===== src/rtl/dp_lt_pkg.sv =====
// Shared DisplayPort link-training definitions.
// Holds the sequencer state encoding, AUX operation codes, link-rate and lane-count codes.
package dp_lt_pkg;

    typedef enum logic [3:0] {
        ST_IDLE,
        ST_WR_CFG,
        ST_WR_DRV,
        ST_WAIT_INT,
        ST_RD_STS,
        ST_EVAL,
        ST_ERR_CHK,
        ST_DONE,
        ST_FAIL
    } cr_state_e;

    localparam logic [1:0] AUX_OP_CFG = 2'b00;
    localparam logic [1:0] AUX_OP_DRV = 2'b01;
    localparam logic [1:0] AUX_OP_STS = 2'b10;

    localparam logic [7:0] RATE_RBR  = 8'h06;
    localparam logic [7:0] RATE_HBR  = 8'h0A;
    localparam logic [7:0] RATE_HBR2 = 8'h14;
    localparam logic [7:0] RATE_HBR3 = 8'h1E;

    localparam logic [1:0] LC_1 = 2'b00;
    localparam logic [1:0] LC_2 = 2'b01;
    localparam logic [1:0] LC_4 = 2'b11;

    // The reserved code 2'b10 is treated as a single lane.
    function automatic logic [3:0] lane_mask(input logic [1:0] lc);
        logic [3:0] mask;
        case (lc)
            LC_2:    mask = 4'b0011;
            LC_4:    mask = 4'b1111;
            default: mask = 4'b0001;
        endcase
        return mask;
    endfunction

endpackage


===== src/rtl/lt_wait_timer.sv =====
// Loadable down-counter with a done strobe.
// Done is high in the cycle the count sits at zero after a load.
module lt_wait_timer #(
    parameter int unsigned CNT_W = 9
) (
    input  logic             clk,
    input  logic             rst,
    input  logic             load,
    input  logic [CNT_W-1:0] load_val,
    output logic             done
);

    logic [CNT_W-1:0] cnt_q;
    logic             run_q;

    always_ff @(posedge clk) begin
        if (rst) begin
            cnt_q <= '0;
            run_q <= 1'b0;
        end else if (load) begin
            cnt_q <= load_val;
            run_q <= 1'b1;
        end else if (run_q) begin
            if (cnt_q == '0) begin
                run_q <= 1'b0;
            end else begin
                cnt_q <= cnt_q - 1'b1;
            end
        end
    end

    assign done = run_q && (cnt_q == '0);

endmodule


===== src/rtl/cr_train_ctrl.sv =====
// Clock-recovery link-training sequencer: config/drive/status over AUX, then pass, retry or give up.
// All outputs are registered; register values are computed from the next state.
module cr_train_ctrl
    import dp_lt_pkg::*;
#(
    parameter int unsigned WAIT_CYCLES  = 400,
    parameter int unsigned ERR_WAIT_MAX = 16
) (
    input  logic       clk,
    input  logic       rst,
    input  logic       cr_start,
    input  logic [7:0] link_bw_cr,
    input  logic [1:0] link_lc_cr,
    output logic       aux_req_vld,
    output logic [1:0] aux_op,
    input  logic       aux_ack,
    input  logic       aux_rsp_vld,
    input  logic       aux_rsp_err,
    input  logic [3:0] lane_cr_done,
    input  logic [7:0] adj_req_vtg,
    input  logic [7:0] adj_req_pre,
    output logic       cr_chk_start,
    output logic [7:0] adj_vtg,
    output logic [7:0] adj_pre,
    output logic       cr_completed,
    output logic       fsm_cr_failed,
    input  logic [7:0] new_bw_cr,
    input  logic [1:0] new_lc_cr,
    input  logic       drive_setting_flag,
    input  logic       bw_flag,
    input  logic       lc_flag,
    input  logic       err_cr_failed,
    output logic [7:0] cur_bw,
    output logic [1:0] cur_lc,
    output logic [7:0] vtg_set,
    output logic [7:0] pre_set,
    output logic       busy,
    output logic       cr_done,
    output logic       cr_fail
);

    localparam int unsigned MAX_CNT = (WAIT_CYCLES > ERR_WAIT_MAX) ? WAIT_CYCLES : ERR_WAIT_MAX;
    localparam int unsigned CNT_W   = $clog2(MAX_CNT + 1);
    localparam logic [CNT_W-1:0] WAIT_LD = CNT_W'(WAIT_CYCLES - 1);
    localparam logic [CNT_W-1:0] ERR_LD  = CNT_W'(ERR_WAIT_MAX - 1);

    cr_state_e  state_q, state_d;
    logic       req_q, req_d;
    logic [1:0] op_q, op_d;
    logic       acked_q, acked_d;
    logic       pass_q, pass_d;
    logic [7:0] adj_vtg_q, adj_vtg_d, adj_pre_q, adj_pre_d;
    logic [7:0] vtg_q, vtg_d, pre_q, pre_d;
    logic [7:0] bw_q, bw_d;
    logic [1:0] lc_q, lc_d;
    logic       chk_q, chk_d, compl_q, compl_d, failp_q, failp_d;
    logic       busy_q, busy_d, done_q, done_d, fail_q, fail_d;

    logic             tmr_load;
    logic [CNT_W-1:0] tmr_val;
    logic             tmr_done;
    logic             ack_now;
    logic [3:0]       mask;

    lt_wait_timer #(.CNT_W(CNT_W)) u_timer (
        .clk      (clk),
        .rst      (rst),
        .load     (tmr_load),
        .load_val (tmr_val),
        .done     (tmr_done)
    );

    assign ack_now = req_q && aux_ack;
    assign mask    = lane_mask(lc_q);

    always_ff @(posedge clk) begin
        if (rst) begin
            state_q   <= ST_IDLE;
            req_q     <= 1'b0;
            op_q      <= 2'b00;
            acked_q   <= 1'b0;
            pass_q    <= 1'b0;
            adj_vtg_q <= '0;
            adj_pre_q <= '0;
            vtg_q     <= '0;
            pre_q     <= '0;
            bw_q      <= '0;
            lc_q      <= '0;
            chk_q     <= 1'b0;
            compl_q   <= 1'b0;
            failp_q   <= 1'b0;
            busy_q    <= 1'b0;
            done_q    <= 1'b0;
            fail_q    <= 1'b0;
        end else begin
            state_q   <= state_d;
            req_q     <= req_d;
            op_q      <= op_d;
            acked_q   <= acked_d;
            pass_q    <= pass_d;
            adj_vtg_q <= adj_vtg_d;
            adj_pre_q <= adj_pre_d;
            vtg_q     <= vtg_d;
            pre_q     <= pre_d;
            bw_q      <= bw_d;
            lc_q      <= lc_d;
            chk_q     <= chk_d;
            compl_q   <= compl_d;
            failp_q   <= failp_d;
            busy_q    <= busy_d;
            done_q    <= done_d;
            fail_q    <= fail_d;
        end
    end

    // A request leaving on ack is never re-raised on the same edge; WR_DRV after WR_CFG idles one cycle.
    always_comb begin
        state_d   = state_q;
        req_d     = req_q;
        op_d      = op_q;
        acked_d   = acked_q;
        pass_d    = pass_q;
        adj_vtg_d = adj_vtg_q;
        adj_pre_d = adj_pre_q;
        vtg_d     = vtg_q;
        pre_d     = pre_q;
        bw_d      = bw_q;
        lc_d      = lc_q;
        chk_d     = 1'b0;
        compl_d   = 1'b0;
        failp_d   = 1'b0;
        done_d    = done_q;
        fail_d    = fail_q;
        tmr_load  = 1'b0;
        tmr_val   = WAIT_LD;

        case (state_q)
            ST_IDLE: begin
                if (cr_start) begin
                    state_d   = ST_WR_CFG;
                    bw_d      = link_bw_cr;
                    lc_d      = link_lc_cr;
                    vtg_d     = '0;
                    pre_d     = '0;
                    adj_vtg_d = '0;
                    adj_pre_d = '0;
                    done_d    = 1'b0;
                    fail_d    = 1'b0;
                    req_d     = 1'b1;
                    op_d      = AUX_OP_CFG;
                end
            end
            ST_WR_CFG: begin
                if (ack_now) begin
                    req_d   = 1'b0;
                    op_d    = AUX_OP_DRV;
                    state_d = ST_WR_DRV;
                end else begin
                    req_d = 1'b1;
                end
            end
            ST_WR_DRV: begin
                if (ack_now) begin
                    req_d    = 1'b0;
                    state_d  = ST_WAIT_INT;
                    tmr_load = 1'b1;
                    tmr_val  = WAIT_LD;
                end else begin
                    req_d = 1'b1;
                end
            end
            ST_WAIT_INT: begin
                if (tmr_done) begin
                    state_d = ST_RD_STS;
                    req_d   = 1'b1;
                    op_d    = AUX_OP_STS;
                    acked_d = 1'b0;
                end
            end
            ST_RD_STS: begin
                if (ack_now) begin
                    req_d   = 1'b0;
                    acked_d = 1'b1;
                end
                if (aux_rsp_vld && (acked_q || ack_now)) begin
                    state_d = ST_EVAL;
                    req_d   = 1'b0;
                    acked_d = 1'b0;
                    pass_d  = !aux_rsp_err && ((lane_cr_done & mask) == mask);
                    if (!aux_rsp_err) begin
                        adj_vtg_d = adj_req_vtg;
                        adj_pre_d = adj_req_pre;
                    end
                end
            end
            ST_EVAL: begin
                if (pass_q) begin
                    state_d = ST_DONE;
                    compl_d = 1'b1;
                    done_d  = 1'b1;
                end else begin
                    state_d  = ST_ERR_CHK;
                    chk_d    = 1'b1;
                    tmr_load = 1'b1;
                    tmr_val  = ERR_LD;
                end
            end
            ST_ERR_CHK: begin
                if (err_cr_failed) begin
                    state_d = ST_FAIL;
                    failp_d = 1'b1;
                    fail_d  = 1'b1;
                end else if (lc_flag || bw_flag) begin
                    if (lc_flag) begin
                        lc_d = new_lc_cr;
                    end
                    bw_d    = new_bw_cr;
                    vtg_d   = '0;
                    pre_d   = '0;
                    state_d = ST_WR_CFG;
                    req_d   = 1'b1;
                    op_d    = AUX_OP_CFG;
                end else if (drive_setting_flag) begin
                    vtg_d   = adj_vtg_q;
                    pre_d   = adj_pre_q;
                    state_d = ST_WR_DRV;
                    req_d   = 1'b1;
                    op_d    = AUX_OP_DRV;
                end else if (tmr_done) begin
                    state_d = ST_FAIL;
                    failp_d = 1'b1;
                    fail_d  = 1'b1;
                end
            end
            ST_DONE: state_d = ST_IDLE;
            ST_FAIL: state_d = ST_IDLE;
            default: state_d = ST_IDLE;
        endcase

        busy_d = (state_d != ST_IDLE);
    end

    assign aux_req_vld   = req_q;
    assign aux_op        = op_q;
    assign cr_chk_start  = chk_q;
    assign adj_vtg       = adj_vtg_q;
    assign adj_pre       = adj_pre_q;
    assign cr_completed  = compl_q;
    assign fsm_cr_failed = failp_q;
    assign cur_bw        = bw_q;
    assign cur_lc        = lc_q;
    assign vtg_set       = vtg_q;
    assign pre_set       = pre_q;
    assign busy          = busy_q;
    assign cr_done       = done_q;
    assign cr_fail       = fail_q;

endmodule


===== config.mk =====
export PLATFORM = sky130hd
export DESIGN_NAME = cr_train_ctrl
export DESIGN_NICKNAME = d
export VERILOG_FILES = /design/src/rtl/dp_lt_pkg.sv /design/src/rtl/lt_wait_timer.sv /design/src/rtl/cr_train_ctrl.sv
export SDC_FILE = /design/constraint.sdc
export NUM_CORES = 1
export LEC_CHECK = 0
export ABC_AREA = 1
export ABC_CLOCK_PERIOD_IN_PS = 4700
export CORE_MARGIN = 2
export CORE_UTILIZATION = 40
export DETAILED_ROUTE_END_ITERATION = 10
export HOLD_SLACK_MARGIN = 0.15
export PLACE_DENSITY = 0.71
export SYNTH_ARGS = -nofsm -noshare
export SYNTH_HDL_FRONTEND = slang
export SYNTH_SLANG_ARGS = --single-unit
export TNS_END_PERCENT = 100

===== constraint.sdc =====
create_clock -name clk -period 4.7 [get_ports clk]
set_input_delay 0.47 -clock clk [delete_from_list [all_inputs] [get_ports clk]]
set_output_delay 0.47 -clock clk [all_outputs]
set_load 0.02 [all_outputs]

==> results.txt <==
----------------------------------------------------
[Logic synthesis]
  Library cell with the largest summed area after synthesis ... dfxtp_1
  Main area contributors after synthesis ... dfxtp_1 43%, nand2_1 15%, nor2_1 9.0%
  Number of nets produced by synthesis ... 514
  Gate Count Post-Synth ... 462
  Proportion of netlist area held by the largest area contributor ... 43.3%
  Post-synthesis area per instance ... 6.71 µm²
  Register bit count reported by yosys ... 67
  Fraction of the yosys area taken by sequential cells ... 43.3%
  Netlist Area Pre-Place ... 3100 µm²
  Primary FF master, synth ... dfxtp_1
  Synth async-reset ratio ... 0%
  Unique cell type count in the Yosys netlist ... 29
  Syn. warnings ... 0
  Number of enable flip-flop cells after synthesis ... 0

[Placement]
  Post-DP HPWL ... 6150 µm
  Number of buffer cells added on primary ports ... 100
  RePlAce Congestion ... 0.861
  Placed insts ... 650
  Post-place instance area ... 4160 µm²

[Final layout]
  Most frequent standard cell in the layout excluding fill and tap cells ... nand2_1
  Commonest cells after routing, fill and taps aside ... 121 x nand2_1, 100 x clkdlybuf4s50_1, 74 x nor2_1
  Share of cells above drive strength 1 ... 6.56%
  Combined area of the multi-input logic cells ... 1520 µm²
  Count of inserted antenna diode cells ... 0
  Final-stage net count ... 611
  Register Area ... 1340 µm²
  Signed area change from the synthesized netlist to the final layout ... 41.0%
  Final-layout fill cell count ... 757
  Number of standard cells in the final layout excluding fillers ... 666
  Post-Layout Inst Area ... 4370 µm²

[Timing]
  Final total negative setup slack ... 0 ns
  Setup repair after global routing missed its margin ... no
  Pins over their slew limit ... 0
  FMAX ... 0.416 GHz
  Setup violations, final ... 0
  Worst slew margin relative to its limit ... 41.2%
  Largest clock skew in the final design ... 0.00641 ns
  Ratio of final minimum period to clock period ... 51.1%
  Transition time at the pin with the least slew margin ... 0.879 ns
  Minimum period implied by the final worst setup slack ... 2.40 ns
  Final number of hold-violating endpoints ... 0

[Run status]
  Status ... completed

[Power and ir drop]
  Fraction of power spent switching nets ... 27.8%
  Internal power ... 0.966 mW
  Maximum ir drop on the vdd rail ... 154 µV
  Register share of total power ... 45.0%
  Power per unit of standard cell area ... 307 nW/µm²
  Sw power ... 0.373 mW
  Relative contribution of combinational cells to total power ... 17.2%
  Part of the power in the clock network ... 37.9%
  Leakage power total ... 1.82 nW

[Worst setup path]
  Cell occurring most often along the worst timing path ... nand2_1
  R2r setup slk ... 2.30 ns
  Critical Path AT ... 2.68 ns
  Crit Path Class ... flop to flop
  Critical Path Max Stage Delay ... 0.67 ns
  Series of cell instances along the critical path ... inv_1 > nand2_1 > nor2_1 > nand2_1 > nand2_1 > nand2_2 > inv_2 > nand3_1 > a21oi_1
  Critical path startpoint category ... flop
  Startpoint of the worst-slack reg-to-reg timing path ... state_q[0]$_SDFF_PP0_
  Required time of the critical path ... 4.97 ns
  Highest net fanout along the worst path ... 17
  Worst R2R Path Depth ... 9
  Crit path capture type ... flop
  Capture instance of the worst register-to-register path ... vtg_set[7]$_SDFFE_PP0P_
  Cell type of the slowest stage on the worst timing path ... nor2_1

[Clocking]
  Max H-tree Level ... 3
  Hold-fix buffers, CTS ... 0
  Clk pin slew, worst setup/hold paths ... 0.08 ns
  Number of cells upsized or downsized after cts ... 0
  Deepest clock path buffer count ... 2
  TritonCTS clock tree ... yes
  Setup fix buffers added after clock tree synthesis ... 0
  Total number of clock tree sinks ... 67
  Number of buffers inserted during clock tree synthesis ... 9
  Root buf cell ... clkbuf_8
  Clock network latency to the later pin of the worst-skew pair ... 0.34 ns

[Global route]
  Largest net degree at the start of global routing ... 46
  First-pass GRT wire length ... 13500 µm
  GRT overflow ... 0
  Total track usage ... 19.7%
  Antenna violations before repair ... 0
  Via count of the first global-routing pass ... 2962

[Die]
  Die Wd ... 92.0 µm
  Die Height ... 92.0 µm
  Effective utilization at floorplan ... 40.7%
  CORE AREA ... 7610 µm²
  Die ar. ... 8460 µm²
  Cell Rows ... 32
  Total I/O pin count ... 101

[Job]
  Number of max-cap violations ... 0

[Detailed routing]
  WL/cell ... 12.4 µm
  Wire length on met2 ... 3610 µm
  WL met3 ... 747 µm
  Number of nets still failing antenna checks after routing ... 0
  Number of vias per cell after detailed routing ... 4.91
  Vias after detailed routing ... 3268
  Met1 wire length ... 3790 µm
  DRT iter0 DRCs ... 134
  Top routing layer in use ... met4
  Sum of routed wire length over all layers ... 8270 µm
  Residual DRC count ... 0
  First-pass DRT Iterations ... 5

[Min path]
  Startpoint of the worst hold path ... pre_set[3]$_SDFFE_PP0P_
  Classification of the worst-slack hold path ... flop to flop
  Hold Path Cell Cnt ... 2
  Worst hold path endpoint ... pre_set[3]$_SDFFE_PP0P_

----------------------------------------------------
==> power by group through the flow <==
stage / sequential, mW / combinational [mW] / clock, mW
detailed placement: 0.615 / 0.229 / 0
floorplan: 0.637 / 0.109 / 0
finish: 0.602 / 0.230 / 0.507
CTS: 0.602 / 0.230 / 0.518
global route: 0.605 / 0.255 / 0.536
global placement: 0.615 / 0.227 / 0
==> registers in the layout, summed over array words and instances, names as in the netlist, 4 cells and up <==
register       cells
adj_vtg            8
state_q            4
cur_bw             8
pre_set            8
adj_pre            8
vtg_set            8
u_timer.cnt_q      9
==> cell usage after synthesis (all sizes together) (2+ instances only) <==
library cell  number
nand3             47
nor2              80
buf                5
ha                 2
inv               40
clkinv             2
o21ai             24
nand4              3
a21oi             47
nor3               5
dfxtp             67
nand3b             2
clkbuf            10
nand2            123
==> layout make-up <==
type                            instances  share of cell area [%]
Inverter                               42                    3.61
Timing Repair Buffer                  101                    23.1
Multi-Input combinational cell        338                    34.8
Tap cell                              102                    2.92
Clock inverter                          5                    1.37
Sequential cell                        67                    30.7
Clock buffer                           11                    3.47
==> per-stage QoR <==
step / setup WS [ns] / util (%) / hold WS [ns] / total power [mW]
final: 2.30 / 57.4 / 0.467 / 1.34
after global routing: 2.06 / 57.4 / 0.489 / 1.40
after CTS: 2.31 / 57.4 / 0.467 / 1.35
after detailed placement: 2.19 / 54.6 / 0.456 / 0.844
after global placement: 2.23 / 54.6 / 0.454 / 0.842
after floorplan: 3.09 / - / 0.445 / 0.746
==> layer usage <==
metal / vias up / track usage [%]
li1: 1679 / -
met1: 1450 / 25.0
met2: 126 / 31.2
met3: 13 / 7.23
met4: 0 / 6.22
met5: - / 0
==> worst max-delay path by stage <==
stage               cells past startpoint                       to                      from
finish                                  9  vtg_set[7]$_SDFFE_PP0P_     state_q[0]$_SDFF_PP0_
global route                            9  vtg_set[3]$_SDFFE_PP0P_     state_q[0]$_SDFF_PP0_
CTS                                     9  vtg_set[7]$_SDFFE_PP0P_     state_q[0]$_SDFF_PP0_
detailed placement                      9  vtg_set[5]$_SDFFE_PP0P_                   bw_flag
global placement                        9  pre_set[5]$_SDFFE_PP0P_                   lc_flag
floorplan                              10  adj_pre[0]$_SDFFE_PP0P_  aux_req_vld$_SDFFE_PP0P_
==> worst max-delay path, delay by kind of cell (launching register included) <==
| family | cells | cell delay (ns) |
|---|---|---|
| flops | 1 | 0.35 |
| buf+inv | 2 | 0.41 |
| simple gates | 6 | 1.39 |
| compound gates | 1 | 0.15 |
==> cells by family (layout without fill, tap and decap cells) <==
| family | Yosys count | count (layout) | synth area share (%) |
|---|---|---|---|
| buffers and inverters | 57 | 159 | 7.59 |
| AND/OR/NAND/NOR | 262 | 262 | 35.6 |
| AO/OA/AOI/OAI | 74 | 74 | 12.7 |
| adder cells (fa/ha/maj) | 2 | 2 | 0.808 |
| flip-flops | 67 | 67 | 43.3 |
(Power assumes the default switching activity.)
==> RTL change (same settings) <==
The parameter `ERR_WAIT_MAX` goes from 16 to 64.
--- a/src/rtl/cr_train_ctrl.sv
+++ b/src/rtl/cr_train_ctrl.sv
@@ -5,5 +5,5 @@
 #(
     parameter int unsigned WAIT_CYCLES  = 400,
-    parameter int unsigned ERR_WAIT_MAX = 16
+    parameter int unsigned ERR_WAIT_MAX = 64
 ) (
     input  logic       clk,
Function: same outputs for any inputs over 10 cycles, from zero or initial values and one cycle with rst high; that may be too few to reach the edited logic, so the function may still have changed.
==> RTL change against the original RTL <==
- worst setup slack improved by 0.23 ns
- final area increased by 2.8%
- clock skew increased by 0.0044 ns
- clock power increased by 11%
- sequential cell count unchanged
- count of clock-buffer cells in the layout decreased by 2
- global-route usage increased by 0.063 points
- core utilization increased by 0.38 points
- synthesized area increased by 4.0%
- power increased by 12%
- register-to-register slack improved by 0.27 ns
- routed wire length increased by 2.6%
- largest cell class unchanged
- largest power group unchanged
- highest routed layer unchanged
==> RTL change: results <==
[final_layout]
largest_register_ffs = 9
layout-drive-gt1-share = 0.110
largest_register = u_timer.cnt_q
layout.nets = 576
fillers = 734
diodes = 0

[synth]
ys_top_cells_by_area = dfxtp_1, nand2_1, nor2_1, nand3_1, a211oi_2
synth_fp_nets = 481
synthTopCellsByCount = nand2_1, dfxtp_1, nor2_1
synth-warning-count = 0
seq_area_frac_synth = 0.416
async_flop_share = 0
synthDistinctLibCells = 37

[global_route]
grt_max_degree = 51
grt_pass1_vias = 3037
antenna_found_initial = 0
grt_pass1_wl_mm = 13.9
grt_usage = 0.197

[drt]
viasPerCell = 4.95
wl_met3_um = 706
highest_layer = met4
routed_wl_mm = 8.49
wl_met2_mm = 3.87
dr.pass1.iters = 4
drt_iter0_drc = 127
drt-met1-wl_mm = 3.75

[worst_hold_path]
worstHoldPathType = reg -> reg

[critical_path]
cp_max_fo = 32
critPathArrivalTime_ns = 2.44

[place]
port_buffers = 100
place_ws_ns = 2.18
dpl.hpwl_mm = 6.13
routabilityCongestion = 0.879

[cts]
clk_pin_slew_ns = 0.08
htreeDepth = 3
clk_latency_ns = 0.36
postCtsSetupBuffers = 0
clk_path_buf_depth = 2
cts_buffers = 9
post_cts_resize_count = 0
cts_root_buffer = clkbuf_8

[power]
leakage_nw = 1.84
ir_drop_mv = 0.197

[sta]
slew_violations = 0
slew_headroom = 0.380
fin_skew_ns = 0.0108

[run_status]
status = finished, final reports clean
RTL change: cell count changes after synthesis, sizes merged, moves of 2 or more:
cell / change
a211oi: +16
a21oi: -11
nor2: -17
xor2: +4
o21ai: -9
o211a: +8
nand2: -11
nand3: -11
inv: -6
clkbuf: -2
buf: +4
a31oi: +4
RTL change: per-stage QoR:
step	area, µm²	power (mW)	std cells
floorplan	3220	0.824	429
global placement	4260	0.947	615
detailed placement	4260	0.953	615
CTS	4490	1.51	631
global route	4490	1.57	631
finish	4490	1.50	631
RTL change: path summary, 6_finish.rpt:
kind / start / endpoint / slack [ns] / cells past startpoint
setup / recovery: aux_ack / adj_vtg[7] / 2.53 / 7
hold / removal: aux_op[1] / aux_op[1] / 0.46 / 2
setup reg to reg: state_q[2] / adj_vtg[7] / 2.57 / 8
hold reg to reg: aux_op[1] / aux_op[1] / 0.46 / 2
RTL change: critical path: stages:
cell	delay (ns)
clkdlybuf4s50_1	0.46
nand2_1	0.13
a21boi_2	0.26
nand2_4	0.09
a21oi_4	0.74
nor2_1	0.11
a211oi_2	0.17
RTL change: area by class of cell:
| cell class | count | area share |
|---|---|---|
| multi-input cells | 310 | 0.367 |
| flip-flops and latches | 67 | 0.299 |
| repair buffers | 101 | 0.224 |
| inverters | 35 | 0.0309 |
| well taps | 102 | 0.0284 |
| clock buffers | 9 | 0.0276 |
| clock inverters | 7 | 0.0240 |
RTL change: per-layer routing:
layer | GRT usage | up-vias
met5 | 0 | -
met4 | 0.0664 | 0
met3 | 0.0666 | 15
met2 | 0.329 | 113
met1 | 0.238 | 1397
li1 | - | 1600
RTL change: kinds of logic (layout without fill, tap and decap cells):
logic type,count (synthesis),after routing,synth area share
fa+ha+maj,2,2,0.00776
xor+xnor,5,5,0.0136
simple gates,222,222,0.306
buf+inv,52,152,0.0730
compound gates,81,81,0.184
flops,67,67,0.416
RTL change: report_power, final:
| group | switching (mW) | internal (mW) | total [mW] |
|---|---|---|---|
| registers | 0.0274 | 0.604 | 0.631 |
| clock network | 0.252 | 0.310 | 0.562 |
| logic | 0.167 | 0.141 | 0.308 |
| total | 0.446 | 1.06 | 1.50 |
